$ cat src/rtl/pe_ns_pkg.sv
// pe_ns_pkg: shared FSM state type and buffer select constants for the PE loader
package pe_ns_pkg;
  typedef enum logic [1:0] {IDLE, LOAD, DONE} state_t;
  localparam logic BUF_DATA = 1'b0;
  localparam logic BUF_WEIGHT = 1'b1;
endpackage

$ cat src/rtl/pe_ns_loader.sv
// pe_ns_loader: streams words into the data/weight buffers around PE writebacks; range error gated by PE_NS_RANGE_CHECK_EN
module pe_ns_loader
  import pe_ns_pkg::*;
#(
  parameter int dataLen = 32,
  parameter int addrLen = 5
) (
  input  logic               clk,
  input  logic               reset,
  input  logic               start,
  input  logic               ld_sel,
  input  logic [addrLen-1:0] ld_base,
  input  logic [addrLen:0]   ld_count,
  input  logic               ld_valid,
  input  logic [dataLen-1:0] ld_data,
  output logic               ld_ready,
  input  logic               wb_valid,
  input  logic               wb_sel,
  input  logic [addrLen-1:0] wb_addr,
  input  logic [dataLen-1:0] wb_data,
  output logic               data_wrt,
  output logic [addrLen-1:0] data_wrt_addr,
  output logic [dataLen-1:0] data_in,
  output logic               weight_wrt,
  output logic [addrLen-1:0] weight_wrt_addr,
  output logic [dataLen-1:0] weight_in,
  output logic               busy,
  output logic               done,
  output logic               err
);
  state_t state;
  logic sel_q;
  logic [addrLen-1:0] addr_q;
  logic [addrLen:0] rem_q;
  logic xfer, wb_d, wb_w, ld_d, ld_w;
  assign ld_ready = (state == LOAD) && !(wb_valid && wb_sel == sel_q);
  assign xfer = ld_valid && ld_ready;
  assign wb_d = wb_valid && wb_sel == BUF_DATA;
  assign wb_w = wb_valid && wb_sel == BUF_WEIGHT;
  assign ld_d = xfer && sel_q == BUF_DATA;
  assign ld_w = xfer && sel_q == BUF_WEIGHT;
`ifndef PE_NS_RANGE_CHECK_EN
  assign err = 1'b0;
`endif
  always_ff @(posedge clk) begin
    if (reset) begin
      state <= IDLE;
      sel_q <= 1'b0;
      addr_q <= '0;
      rem_q <= '0;
      data_wrt <= 1'b0;
      data_wrt_addr <= '0;
      data_in <= '0;
      weight_wrt <= 1'b0;
      weight_wrt_addr <= '0;
      weight_in <= '0;
      busy <= 1'b0;
      done <= 1'b0;
`ifdef PE_NS_RANGE_CHECK_EN
      err <= 1'b0;
`endif
    end else begin
      data_wrt <= wb_d || ld_d;
      data_wrt_addr <= wb_d ? wb_addr : addr_q;
      data_in <= wb_d ? wb_data : ld_data;
      weight_wrt <= wb_w || ld_w;
      weight_wrt_addr <= wb_w ? wb_addr : addr_q;
      weight_in <= wb_w ? wb_data : ld_data;
      case (state)
        IDLE: if (start) begin
          sel_q <= ld_sel;
          addr_q <= ld_base;
          rem_q <= ld_count;
          state <= (ld_count == '0) ? DONE : LOAD;
          busy <= 1'b1;
          done <= (ld_count == '0);
`ifdef PE_NS_RANGE_CHECK_EN
          err <= ({2'b00, ld_base} + {1'b0, ld_count}) > {2'b01, {addrLen{1'b0}}};
`endif
        end
        LOAD: if (xfer) begin
          addr_q <= addr_q + 1'b1;
          rem_q <= rem_q - 1'b1;
          if (rem_q == {{addrLen{1'b0}}, 1'b1}) begin
            state <= DONE;
            done <= 1'b1;
          end
        end
        default: begin
          state <= IDLE;
          busy <= 1'b0;
          done <= 1'b0;
        end
      endcase
    end
  end
endmodule

$ cat config.mk
export PLATFORM = sky130hd
export DESIGN_NAME = pe_ns_loader
export DESIGN_NICKNAME = d
export VERILOG_FILES = /design/src/rtl/pe_ns_pkg.sv /design/src/rtl/pe_ns_loader.sv
export SDC_FILE = /design/constraint.sdc
export NUM_CORES = 1
export LEC_CHECK = 0
export BUFFER_PORTS_ARGS = -buffer_cell sky130_fd_sc_hd__buf_2
export CAP_MARGIN = 20
export CORE_MARGIN = 8
export CORE_UTILIZATION = 50
export DETAILED_ROUTE_END_ITERATION = 16
export PLACE_DENSITY = 0.95
export SLEW_MARGIN = 25
export SYNTH_ARGS = -nofsm -noshare
export SYNTH_HDL_FRONTEND = slang
export SYNTH_SLANG_ARGS = --single-unit
$ cat constraint.sdc
create_clock -name clk -period 3.51 [get_ports clk]
set_input_delay 0.8775 -clock clk [delete_from_list [all_inputs] [get_ports clk]]
set_output_delay 0.8775 -clock clk [all_outputs]
set_load 0.02 [all_outputs]
==> results.md <==
- Synth cell types: 40
- IO Count: 167
- CTS tree: yes
- Worst min path class: flop to flop
- Crit-path max FO: 21
- Worst R2R Path Depth: 4
- First-pass GRT wire length: 17500 microns
- DRT Pass-1 Iters: 6
- Fin area: 0.00457 sq mm
- Via count: 3682
- Worst Path Required: 2.63 ns
- Layout Skew: 0.00362 ns
- RD Place Congestion: 0.887
- Async SR Flop Fraction: 0%
- CTS Root Cell: clkbuf_8
- VDD IR-drop max: 230 uV
- Post CTS Setup Buffer Count: 0
- Synthesized net count: 538
- Worst R2R End: rem_q[1]$_SDFFE_PP0P_
- Clock Latency Late Sink: 0.34 ns
- Layout area overhead: 29.6%
- CTS Buf Count: 9
- Syn Area/Cell: 7.87 sq um
- Drt total wl: 11200 microns
- Critical Path AT: 1.54 ns
- Antenna-violating nets left: 0
- Commonest non-fill, non-tap cell in the layout: buf_2
- Post-Layout Cell Count: 697
- Mapped Cells: 448
- Largest net degree at the start of global routing: 54
- H-tree Lvls: 3
- Max-Cap Viols: 0
- Leakage power: 2.23 nW
- Register area share after synthesis: 51.7%
- Number of diodes: 0
- Layout fillers: 562
- Worst r2r src: done$_SDFFE_PP0P_
- R2R setup slack: 1.63 ns
- Status: completed
- RSZ-0062 raised after global routing: false
- Slew margin rel.: 50.1%
- Crit start category: flop
- Reg clk slew, reported paths: 0.09 ns
- Share of layout cells above drive strength 1: 32.6%
- Mapped cell area: 0.00353 sq mm
- Yosys warnings: 0
- Crit path kind: flop to primary output
- P per Cell Area: 492 mW/mm^2
- Period utilization: 68.8%
- Initial Utilization: 51.9%
- # rows: 30
- Vias in the first global route: 3682
- Routed length per placed instance: 16.0 microns
- Remaining Overflow, GRT: 0
- Setup Viol. Count Final: 0
- Final Critical Period: 2.42 ns
- Worst setup endpoint: ld_ready
- Hold_buf cts: 0
- Die area: 0.0100 sq mm
- I/O Buffers: 165
- Seq cells post-synth: 91
- Clk sinks: 91
- DP HPWL: 8160 microns
- Number of flops mapped to enable cells by yosys: 0
- Fmax: 414 MHz
- Placed Cells incl. Taps: 682
- Setup TNS: 0 ns
- Post-synth top flop: dfxtp_1
- # nets final: 687
- DRC: 0
- CP endpoint kind: primary output
- Die Height: 100 microns
- Worst-Margin Slew: 0.745 ns
- Post-CTS sizing: 0
- Core ar.: 0.00679 sq mm
- Worst hold slack: 0.500 ns
- Leading cell types in the layout, fill and taps excluded: 165 x buf_2, 157 x nand2_1, 91 x dfxtp_1
- GRT Resource Usage Total: 21.4%
- DR vias/cell: 5.28
- Die Wd: 100 microns
- Placed cell area: 0.00438 sq mm
- Critical Path Start: done$_SDFFE_PP0P_
- Final hold violations: 0
- Iter 0 DRT Violations: 186
- Antenna violations before repair: 0
- Longest Clk Path Bufs: 2
- Max Slew Vio Count: 0
[final cells by class]
class	count	area, sq um	share of cell area, %
Timing Repair Buffer	170	876	19.2
Clock inverter	6	65.1	1.42
Tap cell	96	120	2.63
Inverter	4	15.0	0.329
Multi-Input combinational cell	321	1550	33.9
Clock buffer	9	124	2.71
Sequential cell	91	1820	39.9
[worst max-delay path: stages, from the launching register on]
cell and delay (ns):
dfxtp_1 0.40, nand2b_2 0.39, a21oi_1 0.21, buf_2 0.20
[Yosys cell counts, types with 3 or more instances]
| library cell | n | area [sq um] |
|---|---|---|
| buf_1 | 7 | 26.3 |
| nand2_1 | 157 | 589 |
| and2_1 | 5 | 31.3 |
| inv_1 | 4 | 15.0 |
| o21ai_1 | 7 | 35.0 |
| dfxtp_1 | 91 | 1820 |
| o21ai_0 | 5 | 25.0 |
| ha_1 | 3 | 37.5 |
| nor2_1 | 12 | 45.0 |
| nand3_1 | 5 | 25.0 |
| nor3_1 | 4 | 20.0 |
| clkbuf_1 | 15 | 56.3 |
| a21oi_1 | 90 | 450 |
| nor2b_1 | 3 | 18.8 |
| buf_2 | 7 | 35.0 |
| a211oi_1 | 3 | 22.5 |
[power by group]
| part | internal (W) | switching, W |
|---|---|---|
| Clock | 0.000328 | 0.000371 |
| Combinational | 0.000150 | 0.000264 |
| Sequential | 0.00110 | 0.0000309 |
[flip-flops by register name (all words and copies together) (netlist names), 5 cells and up]
signal	cells
addr_q	5
data_in	32
data_wrt_addr	5
rem_q	6
weight_in	32
weight_wrt_addr	5
[layer usage]
layer  track usage, %  vias up  part of all wire [%]
li1                 -     1766                     -
met1             23.5     1677                    38
met2             37.7      208                    50
met3             6.30       31                   9.6
met4             8.84        0                   2.7
met5                0        -                     0
[per-stage QoR]
stage / util, % / setup WS, ns / total power [W]
detailed placement: 64.5 / 1.11 / 0.00157
finish: 67.3 / 1.09 / 0.00225
global route: 67.3 / 0.987 / 0.00234
CTS: 67.3 / 1.08 / 0.00225
global placement: 64.5 / 1.15 / 0.00155
floorplan: - / 1.26 / 0.00141
[cell families (layout without fill, tap and decap cells)]
family	Yosys count	in the layout	synth area share (%)
XOR/XNOR	2	2	0.497
multiplexers	2	2	0.603
adder cells (fa/ha/maj)	3	3	1.06
AO/OA/AOI/OAI	112	112	17.4
flip-flops	91	91	51.7
buffers and inverters	36	189	4.51
other	1	1	0.106
AND/OR/NAND/NOR	201	201	24.1
[how the worst min path moves through the flow]
stage	end	slack (ns)	start	depth (start not counted)
3_3_place_gp	busy$_SDFFE_PP0P_	0.48	busy$_SDFFE_PP0P_	2
3_5_place_dp	rem_q[5]$_SDFFE_PP0P_	0.48	rem_q[5]$_SDFFE_PP0P_	2
4_1_cts	weight_wrt_addr[4]$_SDFF_PP0_	0.50	addr_q[4]$_SDFFE_PP0P_	2
2_1_floorplan	rem_q[5]$_SDFFE_PP0P_	0.46	rem_q[5]$_SDFFE_PP0P_	2
5_1_grt	weight_wrt_addr[4]$_SDFF_PP0_	0.52	addr_q[4]$_SDFFE_PP0P_	2
6_report	busy$_SDFFE_PP0P_	0.50	busy$_SDFFE_PP0P_	2
Note: power is estimated with default switching activity, not from simulation.
